<file path="src/rtl/light_sequencer.sv">
// Lamp mode sequencer: steps through lighting modes on button pulses and animates the LEDs on beat ticks.
// Optional CHASE mode is built only when LIGHT_SEQ_CHASE_EN is defined.
module light_sequencer (
    input  logic       clk,
    input  logic       reset_n,
    input  logic       mode_btn,
    input  logic       tick,
    output logic [8:0] load_value,
    output logic       timer_restart,
    output logic [2:0] mode,
    output logic [3:0] leds
);

`ifdef LIGHT_SEQ_CHASE_EN
    typedef enum logic [2:0] {
        MODE_OFF    = 3'd0,
        MODE_SOLID  = 3'd1,
        MODE_BLINK  = 3'd2,
        MODE_STROBE = 3'd3,
        MODE_CHASE  = 3'd4
    } mode_e;
`else
    typedef enum logic [2:0] {
        MODE_OFF    = 3'd0,
        MODE_SOLID  = 3'd1,
        MODE_BLINK  = 3'd2,
        MODE_STROBE = 3'd3
    } mode_e;
`endif

    mode_e      mode_q, mode_d;
    logic [2:0] step_q, step_d;
    logic [8:0] load_q, load_d;
    logic       restart_q, restart_d;
    logic [3:0] leds_q, leds_d;

    mode_e      nextMode;
    logic       stepCounts;

    function automatic logic [8:0] loadFor(input mode_e m);
        logic [8:0] v;
        v = 9'd32;
        case (m)
            MODE_BLINK:  v = 9'd16;
            MODE_STROBE: v = 9'd4;
`ifdef LIGHT_SEQ_CHASE_EN
            MODE_CHASE:  v = 9'd8;
`endif
            default:     v = 9'd32;
        endcase
        return v;
    endfunction

    always_comb begin
        nextMode   = MODE_OFF;
        stepCounts = 1'b0;
        case (mode_q)
            MODE_OFF:    nextMode = MODE_SOLID;
            MODE_SOLID:  nextMode = MODE_BLINK;
            MODE_BLINK: begin
                nextMode   = MODE_STROBE;
                stepCounts = 1'b1;
            end
            MODE_STROBE: begin
`ifdef LIGHT_SEQ_CHASE_EN
                nextMode   = MODE_CHASE;
`else
                nextMode   = MODE_OFF;
`endif
                stepCounts = 1'b1;
            end
`ifdef LIGHT_SEQ_CHASE_EN
            MODE_CHASE: begin
                nextMode   = MODE_OFF;
                stepCounts = 1'b1;
            end
`endif
            default:     nextMode = MODE_OFF;
        endcase
    end

    // A button pulse wins over a coincident tick; ticks during the restart cycle are dropped.
    always_comb begin
        mode_d    = mode_q;
        step_d    = step_q;
        load_d    = load_q;
        restart_d = 1'b0;
        if (mode_btn) begin
            mode_d    = nextMode;
            step_d    = 3'd0;
            load_d    = loadFor(nextMode);
            restart_d = 1'b1;
        end else if (tick && !restart_q && stepCounts) begin
            step_d = step_q + 3'd1;
        end
    end

    always_comb begin
        leds_d = 4'b0000;
        case (mode_q)
            MODE_SOLID:  leds_d = 4'b1111;
            MODE_BLINK:  leds_d = step_q[0] ? 4'b0000 : 4'b1111;
            MODE_STROBE: leds_d = (step_q == 3'd0 || step_q == 3'd2) ? 4'b1111 : 4'b0000;
`ifdef LIGHT_SEQ_CHASE_EN
            MODE_CHASE:  leds_d = 4'b0001 << step_q[1:0];
`endif
            default:     leds_d = 4'b0000;
        endcase
    end

    always_ff @(posedge clk or negedge reset_n) begin
        if (!reset_n) begin
            mode_q    <= MODE_OFF;
            step_q    <= 3'd0;
            load_q    <= 9'd32;
            restart_q <= 1'b0;
            leds_q    <= 4'b0000;
        end else begin
            mode_q    <= mode_d;
            step_q    <= step_d;
            load_q    <= load_d;
            restart_q <= restart_d;
            leds_q    <= leds_d;
        end
    end

    assign mode          = mode_q;
    assign load_value    = load_q;
    assign timer_restart = restart_q;
    assign leds          = leds_q;

endmodule

</file>
<file path="config.mk">
export PLATFORM = sky130hd
export DESIGN_NAME = light_sequencer
export DESIGN_NICKNAME = d
export VERILOG_FILES = /design/src/rtl/light_sequencer.sv
export SDC_FILE = /design/constraint.sdc
export NUM_CORES = 1
export LEC_CHECK = 0
export CORE_AREA = 3 3 40 42
export CTS_CLUSTER_DIAMETER = 150
export DETAILED_ROUTE_END_ITERATION = 6
export DIE_AREA = 0 0 43 45
export DONT_BUFFER_PORTS = 1
export SYNTH_ARGS = -nofsm -noshare
export SYNTH_HDL_FRONTEND = slang
export SYNTH_SLANG_ARGS = --single-unit
</file>
<file path="constraint.sdc">
create_clock -name clk -period 1.4 [get_ports clk]
set_input_delay 0.14 -clock clk [delete_from_list [all_inputs] [get_ports clk]]
set_output_delay 0.14 -clock clk [all_outputs]
set_load 0.05 [all_outputs]
</file>
==> flow_summary_export.csv, run 1 <==
group,metric,value,unit
clocking,cts_tree,"done",
final_layout,fill_cells,126,
floorplan,die-area,1940,um^2
final_layout,n_antenna_cell,0,
routing,drc_errors,0,
synth,syn_inst,54,
timing,whs,0.0296,ns
setup_path,critPathCaptureType,"flip-flop",
routing,num_vias,363,
timing,slew_viol_final,0,
clocking,cts.clk_slew.worst_paths,0.07,ns
timing,final.setup.tns,0,ns
routing,ant_nets,0,
setup_path,crit_required,1.56,ns
routing,drt_iter0_markers,6,
routing,finalWirelength,922,um
floorplan,fp-row-count,13,
global_route,grt_pass1_vias,357,
timing,fin_ws,0.0645,ns
floorplan,io_pins,21,
global_route,grt_pass1_wl,1590,um
timing,max_freq,749,MHz
place,placed_cells,71,
place,place_ws,0.0647,ns
timing,setup_viol,0,
clocking,numCtsBuffers,3,
setup_path,reg2reg_from,"mode[0]",
synth,ys_ff_latch,10,
setup_path,arrival,1.49,ns
final_layout,drive_gt1_share,38.7,%
clocking,cts.sinks,10,
synth,syn_avg_cell_area,10.8,um^2
clocking,clock_latency,0.26,ns
synth,synth_cell_types,21,
clocking,cts_setup_buffers,0,
global_route,track_usage,11.5,%
final_layout,layout.cells.non_filler,77,
place,io_buffers,0,
floorplan,die_y,45,um
global_route,grt_max_degree,11,
timing,clock_skew,0.00156,ns
min_path,hold_class,"input pin to flip-flop",
place,gp_congestion,0.716,
final_layout,syn2layout_area_growth,21.5,%
synth,yosys.area.top_type,"dfrtp_1",
synth,synth_area,583,um^2
timing,fin_crit_sh,95.4,%
timing,min_period,1.34,ns
global_route,overflow,0,
timing,rsz0062_at_grt,"no",
setup_path,cp_max_fo,5,
min_path,hp-start,"mode_btn",
timing,hold_viol,0,
synth,ys.flop_type,"dfrtp_1",
status,status,"complete, no violations",
clocking,clockRootBuffer,"clkbuf_4",
clocking,htree_levels,1,
synth,synth_area_leaders,"dfrtp_1 39%, buf_4 13%, ha_1 13%",
setup_path,worstSetupPathType,"flip-flop to flip-flop",
floorplan,start_util,45.4,%
flow_run,maxCapViolations,0,
setup_path,startpoint,"mode[0]",
synth,synth_top_cell_area_share,38.6,%
floorplan,die_w,43,um
floorplan,core_area,1280,um^2
clocking,clockBufferDepth,2,
place,dp_hpwl,673,um
routing,viasPerCell,4.71,
global_route,grt_antenna_before_repair,0,
synth,yosysSeqAreaShare,43.1,%
synth,ys_warn_count,0,
synth,synth_edf_count,0,
final_layout,nets,73,
routing,firstDrtPassIters,3,
routing,wl_per_cell,12.0,um
synth,ys_async_sr_fraction,100,%
setup_path,cp-start-kind,"flip-flop",
cell type report:
class	instances	area (um^2)	area share, %
clock buffer	4	36.3	5.12
inverter	4	15.0	2.12
multi-input combinational	35	298	42.0
sequential	10	255	36.0
tap	15	18.8	2.65
timing repair buffer	9	85.1	12.0
cell usage in the layout (no fill, tap or decap), types with 2 or more instances in the layout:
master         instances
dfrtp_1                6
conb_1                 7
inv_1                  3
buf_4                  6
ha_1                   4
clkbuf_4               3
mux2_2                 2
nor2_1                 2
dlygate4sd3_1          2
a21oi_1                3
o21ai_0                3
mux2i_1                2
ha_4                   2
dfrtp_2                3
critical path, stage by stage (launching register included):
cell     delay (ns)
dfrtp_2        0.44
inv_2          0.09
ha_4           0.16
nor2_4         0.05
nor3b_2        0.18
mux2_4         0.31
synthesized netlist by cell type, types with 2 or more instances:
master and number:
a21oi_1 3, buf_4 10, dfrtp_1 9, ha_1 6, inv_1 4, mux2_2 3, mux2i_1 2, nor2_1 2
o21ai_0 3
worst paths after layout:
kind	endpoint	slack [ns]	cells after the start
max in group asynchronous	load_value[5]	0.81	1
worst min-delay path	load_value[2]	0.03	1
min in group asynchronous	step_q[2]	0.25	1
worst min register to register	load_value[2]	0.51	1
worst max register to register	step_q[2]	0.06	5
worst max-delay path	step_q[2]	0.06	5
per-stage QoR:
| step | utilization [%] | cell area (um^2) |
|---|---|---|
| after detailed placement | 50.7 | 652 |
| final | 55.1 | 708 |
| after floorplan | - | 647 |
| after CTS | 55.1 | 708 |
| after global routing | 55.1 | 708 |
| after global placement | 50.7 | 652 |
sequential cells by signal, summed over array words and instances, names as in the netlist:
name / count
leds: 1
load_value: 3
mode: 2
step_q: 3
timer_restart: 1
metal layers:
| metal | global-route usage, % | share of wire (%) | vias up |
|---|---|---|---|
| met5 | 0 | 0 | - |
| met4 | 7.23 | 1.7 | 0 |
| met3 | 4.78 | 9.3 | 2 |
| met2 | 18.6 | 46 | 14 |
| met1 | 12.5 | 43 | 170 |
| li1 | - | - | 177 |
cell families (layout without fill, tap and decap cells):
| logic type | after synthesis | in the layout | share of synthesized area, % |
|---|---|---|---|
| buf+inv | 15 | 17 | 16.3 |
| flops | 10 | 10 | 43.1 |
| simple gates | 9 | 9 | 10.3 |
| compound gates | 8 | 8 | 7.51 |
| fa+ha+maj | 6 | 6 | 12.9 |
| mux | 5 | 5 | 9.23 |
| other cells | 1 | 7 | 0.643 |
timing repair:
action                    4_1_cts  5_1_grt
gates resized for setup         0        0
hold endpoints to repair       16        0
hold buffers                    2        0
Power of run 1 is left out: the tool's default activity adds up to more than one toggle a clock period on the data nets, which glitch-free logic cannot reach.
==> run 2: changes to the inputs <==
Settings changed: CORE_AREA 3 3 40 42 to 10 10 47 49, DIE_AREA 0 0 43 45 to 0 0 57 59.
==> flow_summary_export.csv, run 2 (synthesized netlist as in run 1, its figures left out) <==
group,metric,value,unit
setup_path,worstSetupPathType,"flip-flop to flip-flop",
final_layout,layout_commonest_cell,"buf_4",
setup_path,reg2reg_setup_slack,0.03,ns
setup_path,critPathCaptureType,"flip-flop",
routing,drt_iter0_markers,4,
timing,min_period,1.37,ns
final_layout,drive_gt1_share,40.6,%
global_route,grt_max_degree,11,
setup_path,crit_required,1.56,ns
routing,viasPerCell,4.61,
flow_run,maxCapViolations,0,
routing,finalWirelength,1100,um
clocking,cts.clk_slew.worst_paths,0.07,ns
global_route,overflow,0,
setup_path,cpMaxStageDelayCell,"dfrtp_2",
final_layout,final_cell_mix,"8 x buf_4, 7 x conb_1, 6 x dfrtp_1",
final_layout,layout.cells.non_filler,80,
floorplan,fp-row-count,14,
setup_path,slowest_delay,0.46,ns
global_route,grt_pass1_vias,374,
setup_path,reg2regPathDepth,5,
timing,fin_crit_sh,97.7,%
clocking,clockRootBuffer,"clkbuf_4",
clocking,clockBufferDepth,2,
place,placed_cells,73,
min_path,whs_endpoint,"load_value[4]",
global_route,track_usage,6.76,%
setup_path,reg2reg_from,"mode[0]",
floorplan,die_w,57,um
setup_path,arrival,1.53,ns
clocking,cts.sinks,10,
timing,slew_viol_final,0,
floorplan,start_util,41.6,%
clocking,cts_tree,"done",
status,status,"complete, no violations",
setup_path,crit_chain,"inv_2 > ha_4 > nor2_4 > nor3b_2 > mux2_4",
final_layout,fill_cells,133,
setup_path,cp-start-kind,"flip-flop",
place,io_buffers,0,
min_path,min_path_cells,1,
final_layout,syn2layout_area_growth,24.2,%
setup_path,crit_family,"flip-flops",
place,gp_congestion,0.703,
global_route,grt_pass1_wl,1730,um
clocking,htree_levels,1,
timing,clock_skew,0.00106,ns
clocking,numCtsBuffers,3,
floorplan,io_pins,21,
final_layout,fin_util,51.7,%
routing,wl_per_cell,13.7,um
timing,setup_viol,0,
setup_path,reg2reg_to,"step_q[2]",
timing,rsz0062_at_grt,"yes",
final_layout,n_antenna_cell,0,
floorplan,die_y,59,um
routing,firstDrtPassIters,2,
floorplan,core_area,1400,um^2
routing,drc_errors,0,
min_path,hp-start,"mode_btn",
floorplan,die-area,3360,um^2
routing,ant_nets,0,
global_route,grt_antenna_before_repair,0,
timing,max_freq,731,MHz
final_layout,nets,75,
setup_path,path_buf_inv,1,
timing,hold_viol,0,
min_path,hold_class,"input pin to flip-flop",
clocking,clock_latency,0.27,ns
place,dp_hpwl,801,um
routing,num_vias,369,
clocking,cts_resized,0,
setup_path,cp_max_fo,5,
[run 2: cell count changes in the layout (fill, tap and decap cells not counted), sizes merged]
cell  before  now
buf        7    9
[run 2: worst max-delay path by stage]
stage	start	to	slack, ns	depth (start not counted)
4_1_cts	mode[0]	step_q[2]	0.03	5
3_3_place_gp	mode[0]	step_q[2]	0.05	5
6_report	mode[0]	step_q[2]	0.03	5
2_1_floorplan	mode[0]	step_q[2]	-0.07	5
5_1_grt	mode[0]	step_q[2]	-0.01	5
3_5_place_dp	mode[0]	step_q[2]	0.04	5
[run 2: what timing repair did]
action | in CTS | in global routing
buffers inserted | 0 | 1
setup endpoints to repair | 0 | 1
hold buffers | 2 | 0
hold endpoints to repair | 16 | 0
[run 2: layer usage]
metal | part of all wire (%) | GRT usage, % | vias up
met5 | 0 | 0 | -
met4 | 2.6 | 6.04 | 0
met3 | 10 | 3.86 | 4
met2 | 46 | 9.92 | 14
met1 | 41 | 6.71 | 169
li1 | - | - | 182
[run 2: layout make-up]
type / instances / area [um^2] / share of cell area, %
Clock buffer: 4 / 36.3 / 5.01
Inverter: 4 / 15.0 / 2.07
Multi-Input combinational cell: 35 / 298 / 41.1
Sequential cell: 10 / 255 / 35.2
Tap cell: 16 / 20.0 / 2.76
Timing Repair Buffer: 11 / 100 / 13.8
[run 2: through the flow]
stage	worst slack, ns	TNS, ns	cell area, um^2	hold WS (ns)
4_1_cts	0.0304	0	717	0.0160
2_1_floorplan	-0.0671	-0.0819	647	-0.156
5_1_grt	-0.0111	-0.0111	724	0.0187
3_5_place_dp	0.0394	0	661	-0.155
3_3_place_gp	0.0542	0	661	-0.155
6_report	0.0319	0	724	0.0259
Power of run 2 is left out for the same reason.
